--- src/rtl/motor_pkg.sv ---
// Shared types and constants for the motor set-point sequencer.
package motor_pkg;

  localparam int unsigned MOTOR_GRAD_W = 16;

  typedef enum logic [2:0] {
    MSEQ_IDLE,
    MSEQ_ISSUE,
    MSEQ_RAMP,
    MSEQ_SETTLE,
    MSEQ_DONE
  } mseq_state_e;

endpackage

--- src/rtl/motor_req_prio_arb.sv ---
// Fixed-priority one-hot grant: the lowest asserted request index wins.
module motor_req_prio_arb #(
  parameter int unsigned NUM_REQ = 3
) (
  input  logic [NUM_REQ-1:0] req,
  output logic [NUM_REQ-1:0] grant
);

  always_comb begin
    grant = '0;
    for (int unsigned i = 0; i < NUM_REQ; i++) begin
      if (req[i] && (grant == '0)) grant[i] = 1'b1;
    end
  end

endmodule

--- src/rtl/motor_ascent_sequencer.sv ---
// Arbitrates set-point requesters onto the shared slow-ascent ramp engine.
// Optional ramp watchdog: define MOTOR_SEQ_TIMEOUT_EN.
module motor_ascent_sequencer
  import motor_pkg::*;
#(
  parameter real         TCQ         = 0.1,
  parameter int unsigned MOTOR_VOL   = 16,
  parameter int unsigned NUM_REQ     = 3,
  parameter int unsigned SETTLE_CYC  = 16,
  parameter logic [31:0] TIMEOUT_CYC = 32'd50_000_000
) (
  input  logic                              clk_i,
  input  logic                              rst_n_i,
  input  logic [NUM_REQ-1:0]                req_valid_i,
  input  logic [NUM_REQ*MOTOR_VOL-1:0]      req_data_i,
  input  logic [NUM_REQ*MOTOR_GRAD_W-1:0]   req_gradient_i,
  output logic [NUM_REQ-1:0]                req_ready_o,
  output logic [MOTOR_GRAD_W-1:0]           ascent_gradient_o,
  output logic                              motor_data_in_en_o,
  output logic [MOTOR_VOL-1:0]              motor_data_in_o,
  input  logic                              motor_slow_ascent_en_i,
  input  logic [MOTOR_VOL-1:0]              motor_slow_ascent_i,
  output logic                              busy_o,
  output logic                              done_o,
  output logic [$clog2(NUM_REQ)-1:0]        done_id_o,
  output logic                              timeout_o
);

  localparam int unsigned ID_W        = $clog2(NUM_REQ);
  localparam logic [15:0] SETTLE_LAST = 16'(SETTLE_CYC - 1);

  if (SETTLE_CYC < 1 || SETTLE_CYC > 65535 || TCQ < 0.0 || TIMEOUT_CYC == 32'd0) begin : g_bad_cfg
    $error("motor_ascent_sequencer: invalid parameter set");
  end

  mseq_state_e             state_q, state_nx;
  logic [MOTOR_VOL-1:0]    target_q, sel_data;
  logic [MOTOR_GRAD_W-1:0] grad_q, sel_grad;
  logic [ID_W-1:0]         owner_q, sel_idx;
  logic [15:0]             settle_cnt_q, settle_cnt_nx;
  logic [NUM_REQ-1:0]      grant;
  logic                    eng_match, eng_miss, preempt, ramping, wd_hit, timeout_pulse;

  motor_req_prio_arb #(.NUM_REQ(NUM_REQ)) u_arb (
    .req   (req_valid_i),
    .grant (grant)
  );

  assign eng_match = motor_slow_ascent_en_i && (motor_slow_ascent_i == target_q);
  assign eng_miss  = motor_slow_ascent_en_i && (motor_slow_ascent_i != target_q);
  assign preempt   = req_valid_i[0] && (owner_q != '0);
  assign ramping   = (state_q == MSEQ_RAMP) || (state_q == MSEQ_SETTLE);

`ifdef MOTOR_SEQ_TIMEOUT_EN
  logic [31:0] wdog_q;

  always_ff @(posedge clk_i or negedge rst_n_i) begin
    if (!rst_n_i)                 wdog_q <= '0;
    else if (state_q == MSEQ_ISSUE) wdog_q <= '0;
    else if (ramping)             wdog_q <= wdog_q + 32'd1;
  end

  // wdog_q lags the load strobe by one cycle, so TIMEOUT_CYC-1 lands the pulse exactly TIMEOUT_CYC after it
  assign wd_hit = ramping && (wdog_q == TIMEOUT_CYC - 32'd1);
`else
  assign wd_hit = 1'b0;
`endif

  always_comb begin
    state_nx      = state_q;
    settle_cnt_nx = settle_cnt_q;
    req_ready_o   = '0;
    timeout_pulse = 1'b0;
    case (state_q)
      MSEQ_IDLE: begin
        if (rst_n_i) req_ready_o = grant;
        if (rst_n_i && (|req_valid_i)) state_nx = MSEQ_ISSUE;
      end
      MSEQ_ISSUE: state_nx = MSEQ_RAMP;
      MSEQ_RAMP: begin
        if (preempt) begin
          req_ready_o[0] = 1'b1;
          state_nx       = MSEQ_ISSUE;
        end else if (wd_hit) begin
          timeout_pulse = 1'b1;
          state_nx      = MSEQ_IDLE;
        end else if (eng_match) begin
          settle_cnt_nx = 16'd1;
          state_nx      = (SETTLE_CYC == 1) ? MSEQ_DONE : MSEQ_SETTLE;
        end
      end
      MSEQ_SETTLE: begin
        if (preempt) begin
          req_ready_o[0] = 1'b1;
          state_nx       = MSEQ_ISSUE;
        end else if (wd_hit) begin
          timeout_pulse = 1'b1;
          state_nx      = MSEQ_IDLE;
        end else if (eng_match) begin
          if (settle_cnt_q == SETTLE_LAST) state_nx = MSEQ_DONE;
          else settle_cnt_nx = settle_cnt_q + 16'd1;
        end else if (eng_miss) begin
          state_nx = MSEQ_RAMP;
        end
      end
      MSEQ_DONE: state_nx = MSEQ_IDLE;
      default:   state_nx = MSEQ_IDLE;
    endcase
  end

  always_comb begin
    sel_data = '0;
    sel_grad = '0;
    sel_idx  = '0;
    for (int unsigned i = 0; i < NUM_REQ; i++) begin
      if (req_ready_o[i]) begin
        sel_data = req_data_i[i*MOTOR_VOL +: MOTOR_VOL];
        sel_grad = req_gradient_i[i*MOTOR_GRAD_W +: MOTOR_GRAD_W];
        sel_idx  = ID_W'(i);
      end
    end
  end

  always_ff @(posedge clk_i or negedge rst_n_i) begin
    if (!rst_n_i) begin
      state_q      <= MSEQ_IDLE;
      settle_cnt_q <= '0;
      target_q     <= '0;
      grad_q       <= '0;
      owner_q      <= '0;
    end else begin
      state_q      <= state_nx;
      settle_cnt_q <= settle_cnt_nx;
      if (|req_ready_o) begin
        target_q <= sel_data;
        grad_q   <= sel_grad;
        owner_q  <= sel_idx;
      end
    end
  end

  assign ascent_gradient_o  = grad_q;
  assign motor_data_in_o    = target_q;
  assign motor_data_in_en_o = (state_q == MSEQ_ISSUE);
  assign busy_o             = (state_q == MSEQ_ISSUE) || ramping;
  assign done_o             = (state_q == MSEQ_DONE) || timeout_pulse;
  assign done_id_o          = done_o ? owner_q : '0;
  assign timeout_o          = timeout_pulse;

endmodule
--- config.mk ---
export PLATFORM = sky130hd
export DESIGN_NAME = motor_ascent_sequencer
export DESIGN_NICKNAME = d
export VERILOG_FILES = /design/src/rtl/motor_pkg.sv /design/src/rtl/motor_req_prio_arb.sv /design/src/rtl/motor_ascent_sequencer.sv
export SDC_FILE = /design/constraint.sdc
export NUM_CORES = 1
export LEC_CHECK = 0
export CORE_MARGIN = 1.5
export CORE_UTILIZATION = 36
export DETAILED_ROUTE_END_ITERATION = 6
export PLACE_DENSITY = 0.77
export SLEW_MARGIN = 20
export SYNTH_ARGS = -nofsm -noshare
export SYNTH_HDL_FRONTEND = slang
export SYNTH_HIERARCHICAL = 1
export SYNTH_SLANG_ARGS = --single-unit
--- constraint.sdc ---
create_clock -name clk_i -period 1.9 [get_ports clk_i]
set_input_delay 0.38 -clock clk_i [delete_from_list [all_inputs] [get_ports clk_i]]
set_output_delay 0.38 -clock clk_i [all_outputs]
set_load 0.01 [all_outputs]
==> metrics <==
clock latency on the worst-skew pair 0.31 ns; Yosys top cell by area dfrtp_1; drt initial violations 173; CTS buffer count 5; sequential area share after synthesis 43.09%; post-route setup slack -0.1824 ns; chip height 95.47 µm; Max Fclk 480.2 MHz; Final ANT Viol Nets 0; critical path required time 2.14 ns; Yosys reg bits 53; top cells by area, synth dfrtp_1 (43%), a22oi_1 (7.8%), o22ai_1 (6.5%), nand3_1 (4.7%), xnor2_1 (4.3%); arrival time at the worst endpoint 2.32 ns; Period minus WS final 2.082 ns; vias in the first global route 3651; Power Density 966.2 nW/µm²; Worst Path Max Fanout 7; Starting Density 37.27%; DRT Pass-1 Iters 5; syn_area_per_cell 9.188 µm²; critical path type reg -> reg; pin count of the biggest net entering global routing 54; RePlAce Congestion 0.9388; Max-slew headroom 54.18%; FF-to-FF setup slack -0.18 ns; Vias 3600; Clock Skews 0.007751 ns; Area Growth Syn to Fin 75.00%; antenna diode count 0; Worst R2R End settle_cnt_q[8]$_DFFE_PN0P_; Final setup viols 11; I/O Pins 159; critical path startpoint motor_data_in_o[1]$_DFFE_PN0P_; failing checks negative setup slack; status finished, violations left; Clock transition at path regs 0.10 ns; Core Area 8258 µm²; most frequent cells in the layout clkdlybuf4s50_1 (139), dfrtp_1 (53), buf_4 (50); Unique masters post-synth 50; post-route DRC violation count 0; CP endpoint settle_cnt_q[8]$_DFFE_PN0P_; Nets 655; clock buffer depth 2; Pleak 2.258 nW; Routed WL 11160 µm; setup TNS -1.241 ns; ratio of cells with drive above 1 in the final layout 21.23%; VDD IR max 587.0 µV; WL per Instance 17.39 µm; Total GRT Usage 23.98%; RSZ-0062 raised after global routing yes; total of max-cap violations 0; Least-Margin Pin Slew 0.6873 ns; Final Slew Violations 0; type of the worst min-delay path in -> async; Yosys top cell area share 43.09%; H-Tree Depth 2; CTS tree yes; mapped cell area 3078 µm²; total die area 9114 µm²; clock root buffer clkbuf_8; worst-case reg-to-reg path depth 7; Syn. warnings 6; vias per inst 5.607; Overflow after GRT 0; EDFF count, synth 0; std cell rows 33; dominant synthesized flop cell dfrtp_1; Place WS -0.5769 ns; CTS sink count 53; initial antenna violation count 0; Detail Placement HPWL 8181 µm; R2R Path Start motor_data_in_o[1]$_DFFE_PN0P_; startpoint types register; Tcrit/Tclk final 109.6%; first-pass GRT wire length 17010 µm; CP Capture Type register; Post-Synthesis Cells 335; Filler cells 681; ys async rst share 100.0%; # port buffers 157; die width 95.47 µm; most common cell after layout, fill and taps aside clkdlybuf4s50_1; Final Hold Vio Count 0; Net Count, Synth 454
[power breakdown]
group          leakage, nW  total (mW)  switching [mW]  internal (mW)
Sequential           0.682        1.64           0.207           1.43
Combinational         1.52        2.75            1.20           1.55
Clock               0.0585       0.814           0.384          0.431
Total                 2.26        5.20            1.79           3.42
[critical path, cell delays in order, from the launching register on]
cell and delay, ns:
dfrtp_1 0.42, xnor2_1 0.17, nand4_1 0.18, or2_1 0.27, and4bb_2 0.34, buf_6 0.13
or4b_1 0.43, nand3_1 0.09
[per-stage QoR]
step	cell area [µm²]	hold slack (ns)	utilization, %	instances	total power, mW
2_1_floorplan	3079	0.08441	-	335	2.751
3_3_place_gp	5092	0.4853	61.67	628	4.202
3_5_place_dp	5092	0.4961	61.67	628	4.263
4_1_cts	5285	0.3791	64.00	640	5.142
5_1_grt	5386	0.4190	65.23	642	5.511
6_report	5386	0.3616	65.23	642	5.204
[timing repair]
action,CTS,global route
hold buffers,0,0
cloned,0,1
gates resized for setup,41,31
pin swaps,21,15
buffers inserted,4,3
setup endpoints to repair,26,48
hold endpoints to repair,0,0
[routing by layer]
| metal | up-vias | GRT usage [%] | part of all wire [%] |
|---|---|---|---|
| met3 | 25 | 5.423 | 6.7 |
| met5 | - | 0 | 0 |
| met2 | 154 | 41.78 | 51 |
| met4 | 0 | 8.211 | 2.5 |
| li1 | 1692 | - | - |
| met1 | 1729 | 28.99 | 40 |
[synth_stat cells, types with 7 or more instances]
cell and n:
a21oi_1 21, buf_2 8, nand3_1 29, o22ai_1 32, clkbuf_1 7, o21ai_0 21, a22oi_1 32, nand4_1 7
xnor2_1 15, nand2_1 21, dfrtp_1 53, nor2_1 11
[final cells by class]
cell class,count,area (µm²),share of cell area [%]
sequential,53,1326,24.62
clock buffer,7,86.33,1.603
inverter,5,18.77,0.3484
clock inverter,1,30.03,0.5575
tap,105,131.4,2.439
timing repair buffer,217,2074,38.51
multi-input combinational,254,1719,31.92
[state kept, by name (all words and copies together), names as in the netlist]
| signal | count |
|---|---|
| owner_q | 2 |
| motor_data_in_o | 16 |
| ascent_gradient_o | 16 |
| settle_cnt_q | 16 |
| state_q | 3 |
[kinds of logic after synthesis]
kind of cell	Yosys count	synth area share, %
fa+ha+maj	1	0.4064
xor+xnor	15	4.268
compound gates	125	25.98
other cells	1	0.1218
flops	53	43.09
simple gates	111	20.65
mux	1	0.3658
buf+inv	28	5.122
[worst min-delay path by stage]
stage,startpoint,endpoint,slack [ns]
6_report,rst_n_i,state_q[1]$_DFFE_PN0P_,0.36
5_1_grt,rst_n_i,ascent_gradient_o[12]$_DFFE_PN0P_,0.42
4_1_cts,rst_n_i,ascent_gradient_o[12]$_DFFE_PN0P_,0.38
3_5_place_dp,ascent_gradient_o[1]$_DFFE_PN0P_,ascent_gradient_o[1]$_DFFE_PN0P_,0.50
3_3_place_gp,owner_q[1]$_DFFE_PN0P_,owner_q[1]$_DFFE_PN0P_,0.49
2_1_floorplan,rst_n_i,ascent_gradient_o[0]$_DFFE_PN0P_,0.08
Note: power is estimated with default switching activity, not from simulation.
==> RTL edit 1, RTL diff (same settings) <==
The parameter `SETTLE_CYC` goes from 16 to 8.
--- a/src/rtl/motor_ascent_sequencer.sv
+++ b/src/rtl/motor_ascent_sequencer.sv
@@ -6,7 +6,7 @@
   parameter real         TCQ         = 0.1,
   parameter int unsigned MOTOR_VOL   = 16,
   parameter int unsigned NUM_REQ     = 3,
-  parameter int unsigned SETTLE_CYC  = 16,
+  parameter int unsigned SETTLE_CYC  = 8,
   parameter logic [31:0] TIMEOUT_CYC = 32'd50_000_000
 ) (
   input  logic                              clk_i,
Formal check against the unedited RTL: same outputs for any inputs over 10 cycles, from zero or initial values and one cycle with rst_n_i low; that may be too few to reach the edited logic, so the function may still have changed.
==> RTL edit 1 against the unedited design <==
Power up 17%; largest power group unchanged; non-clock buffer count up 15; first-iteration DRC count up 17%; utilization up 1.0 points; sequential cell count unchanged; worst setup slack better by 63 ps; design area up 6.2%; critical path depth down 2; synthesized area up 3.2%; count of clock-buffer cells in the layout down 2; the run still ends with negative setup slack left; largest cell class unchanged; critical endpoint is now settle_cnt_q[10]; routed wire length up 8.5%.
==> RTL edit 1: results <==
{
  "synth-seq-area-share_pct": 41.7,
  "multi_input_cells": 266,
  "fin_skew_ps": 12.3,
  "status": "complete, but fails checks",
  "dp_hpwl_um": 8950,
  "met1_length_um": 4710,
  "use_met2_pct": 43.2,
  "dpl_cell_area_um2": 5240,
  "wl_met3_um": 860,
  "dpl.cell_count": 649,
  "drt_iter0_markers": 203,
  "finalSetupViolations": 15,
  "finalWorstSetupSlack_ps": -120,
  "dr_wl_met2_um": 6190,
  "yosysUniqueCellTypes": 56,
  "grt_pass1_vias": 3921,
  "inv_count": 4,
  "grt_pass1_wl_um": 19000,
  "gp_congestion": 0.928,
  "vias": 3843,
  "fin_tns_setup_ps": -779,
  "ys_top_cells_by_area": "dfrtp_1 42%, o22ai_1 7.5%, a22oi_1 6.1%, a21oi_1 4.6%, xnor2_1 4.4%",
  "path_max_fanout": 6,
  "nFlopsAndLatches": 53,
  "netlist_top_cells_count": "53 x dfrtp_1, 38 x o22ai_1, 29 x a21oi_1, 26 x a22oi_1, 23 x o21ai_0",
  "cts-root-buf": "clkbuf_8",
  "multi_input_area_um2": 1960,
  "row_count": 34,
  "cts_resized": 58,
  "cp.arrival_ps": 2260,
  "fmax_ghz": 0.495,
  "use_met3_pct": 6.36,
  "fin_area_um2": 5720,
  "netlist_instances": 349,
  "final-clk-cell-share_pct": 1.88,
  "violations": "negative setup slack",
  "post-place-ws_ps": -524,
  "slowest_delay_ps": 510,
  "wl_per_cell_um": 18.1,
  "final_cells": 670,
  "seq_share_pct": 23.3,
  "final_nets": 681
}
## RTL edit 1: worst paths after layout
check | start | end | slack, ps | depth (start not counted)
max | motor_data_in_o[8] | settle_cnt_q[10] | -120 | 5
min | rst_n_i | settle_cnt_q[0] | 80 | 2
max reg2reg | motor_data_in_o[8] | settle_cnt_q[10] | -120 | 5
min reg2reg | ascent_gradient_o[11] | ascent_gradient_o[11] | 530 | 2
max in group asynchronous | rst_n_i | motor_data_in_o[9] | 1240 | 3
min in group clk_i | ascent_gradient_o[11] | ascent_gradient_o[11] | 530 | 2
## RTL edit 1: cells by family after synthesis
kind of cell,share of synthesized area [%]
buffers and inverters,5.04
multiplexers,0.354
XOR/XNOR,4.41
AO/OA/AOI/OAI,27.8
flip-flops,41.7
other,0.118
AND/OR/NAND/NOR,20.1
adder cells (fa/ha/maj),0.394
## RTL edit 1: where the power goes
part	total, mW	internal, mW	switching, mW
clock	0.788	0.391	0.397
sequential	1.83	1.50	0.327
combinational	3.48	1.95	1.54
==> RTL edit 2, RTL diff (config.mk and constraints unchanged) <==
Without the edit above. One comparison of `settle_cnt_q` changes from == to >=.
--- a/src/rtl/motor_ascent_sequencer.sv
+++ b/src/rtl/motor_ascent_sequencer.sv
@@ -97,7 +97,7 @@
           timeout_pulse = 1'b1;
           state_nx      = MSEQ_IDLE;
         end else if (eng_match) begin
-          if (settle_cnt_q == SETTLE_LAST) state_nx = MSEQ_DONE;
+          if (settle_cnt_q >= SETTLE_LAST) state_nx = MSEQ_DONE;
           else settle_cnt_nx = settle_cnt_q + 16'd1;
         end else if (eng_miss) begin
           state_nx = MSEQ_RAMP;
Check against the original RTL: same outputs for any inputs over 10 cycles, from zero or initial values and one cycle with rst_n_i low; that may be too few to reach the edited logic, so the function may still have changed.
==> RTL edit 2 against the unedited design <==
The run still ends with negative setup slack left; non-clock buffer count is 6 higher; global-route usage is 1.6 points higher; routed wire length is 0.98% higher; design area is 2.1% lower; worst setup slack worse by 470 ps; final cell count is 4.8% lower; die area is 7.5% lower; power is 1.5% higher; utilization is 3.4 points higher; via count is 6.4% lower; count of clock-buffer cells in the layout is 1 lower; first-iteration DRC count is 53% higher; sequential cell count stayed put; synthesized area is 7.7% lower; critical path type unchanged; largest cell class unchanged; highest routed layer unchanged.
==> RTL edit 2: results <==
{
  "track_usage_pct": 25.6,
  "buf_share_pct": 40.5,
  "buffers": 223,
  "final-clk-cell-share_pct": 1.71,
  "violations": "negative setup slack",
  "netlist_instances": 300,
  "use_met2_pct": 45.5,
  "first_pass_iters": 6,
  "ir_drop_v": 0.000608,
  "cts_resized": 40,
  "status": "complete, but fails checks",
  "worstReg2RegStart": "motor_data_in_o[4]",
  "fin_area_um2": 5270,
  "netlist_top_cells_count": "53 x dfrtp_1, 53 x nor2_1, 39 x a21oi_1, 32 x a222oi_1, 15 x clkbuf_1",
  "regToRegEndpoint": "settle_cnt_q[3]",
  "n_fill_cell": 610,
  "ys_top_cells_by_area": "dfrtp_1 47%, a222oi_1 11%, nor2_1 7.0%, a21oi_1 6.9%, xor2_1 2.8%",
  "pwr-share-seq_pct": 33.1,
  "post-place-ws_ps": -1020,
  "drive_above_1_share_pct": 22.6,
  "crit_end": "settle_cnt_q[3]",
  "p_int_mw": 3.41,
  "finalWorstSetupSlack_ps": -650,
  "finalSetupViolations": 18,
  "totalWireLength_um": 11300
}
-- RTL edit 2: cell families after synthesis --
family                     share of synthesized area, %
AOI/OAI and AO/OA                                  22.9
xor gates and xnor gates                           4.93
adders and majority gates                         0.440
buffers and inverters                              3.96
DFF                                                46.7
other                                             0.132
and+or+nand+nor                                    20.9
-- RTL edit 2: per-layer routing --
| metal | routed length (um) | share of wire, % |
|---|---|---|
| met1 | 4280 | 38 |
| met2 | 6000 | 53 |
| met3 | 781 | 6.9 |
| met4 | 210 | 1.9 |
| met5 | 0 | 0 |
-- RTL edit 2: how the worst min path moves through the flow --
stage	start	to	slack, ps
global placement	settle_cnt_q[15]	settle_cnt_q[15]	490
finish	rst_n_i	settle_cnt_q[11]	210
global route	rst_n_i	settle_cnt_q[11]	290
CTS	rst_n_i	settle_cnt_q[11]	250
detailed placement	settle_cnt_q[15]	settle_cnt_q[15]	500
floorplan	rst_n_i	ascent_gradient_o[0]	80
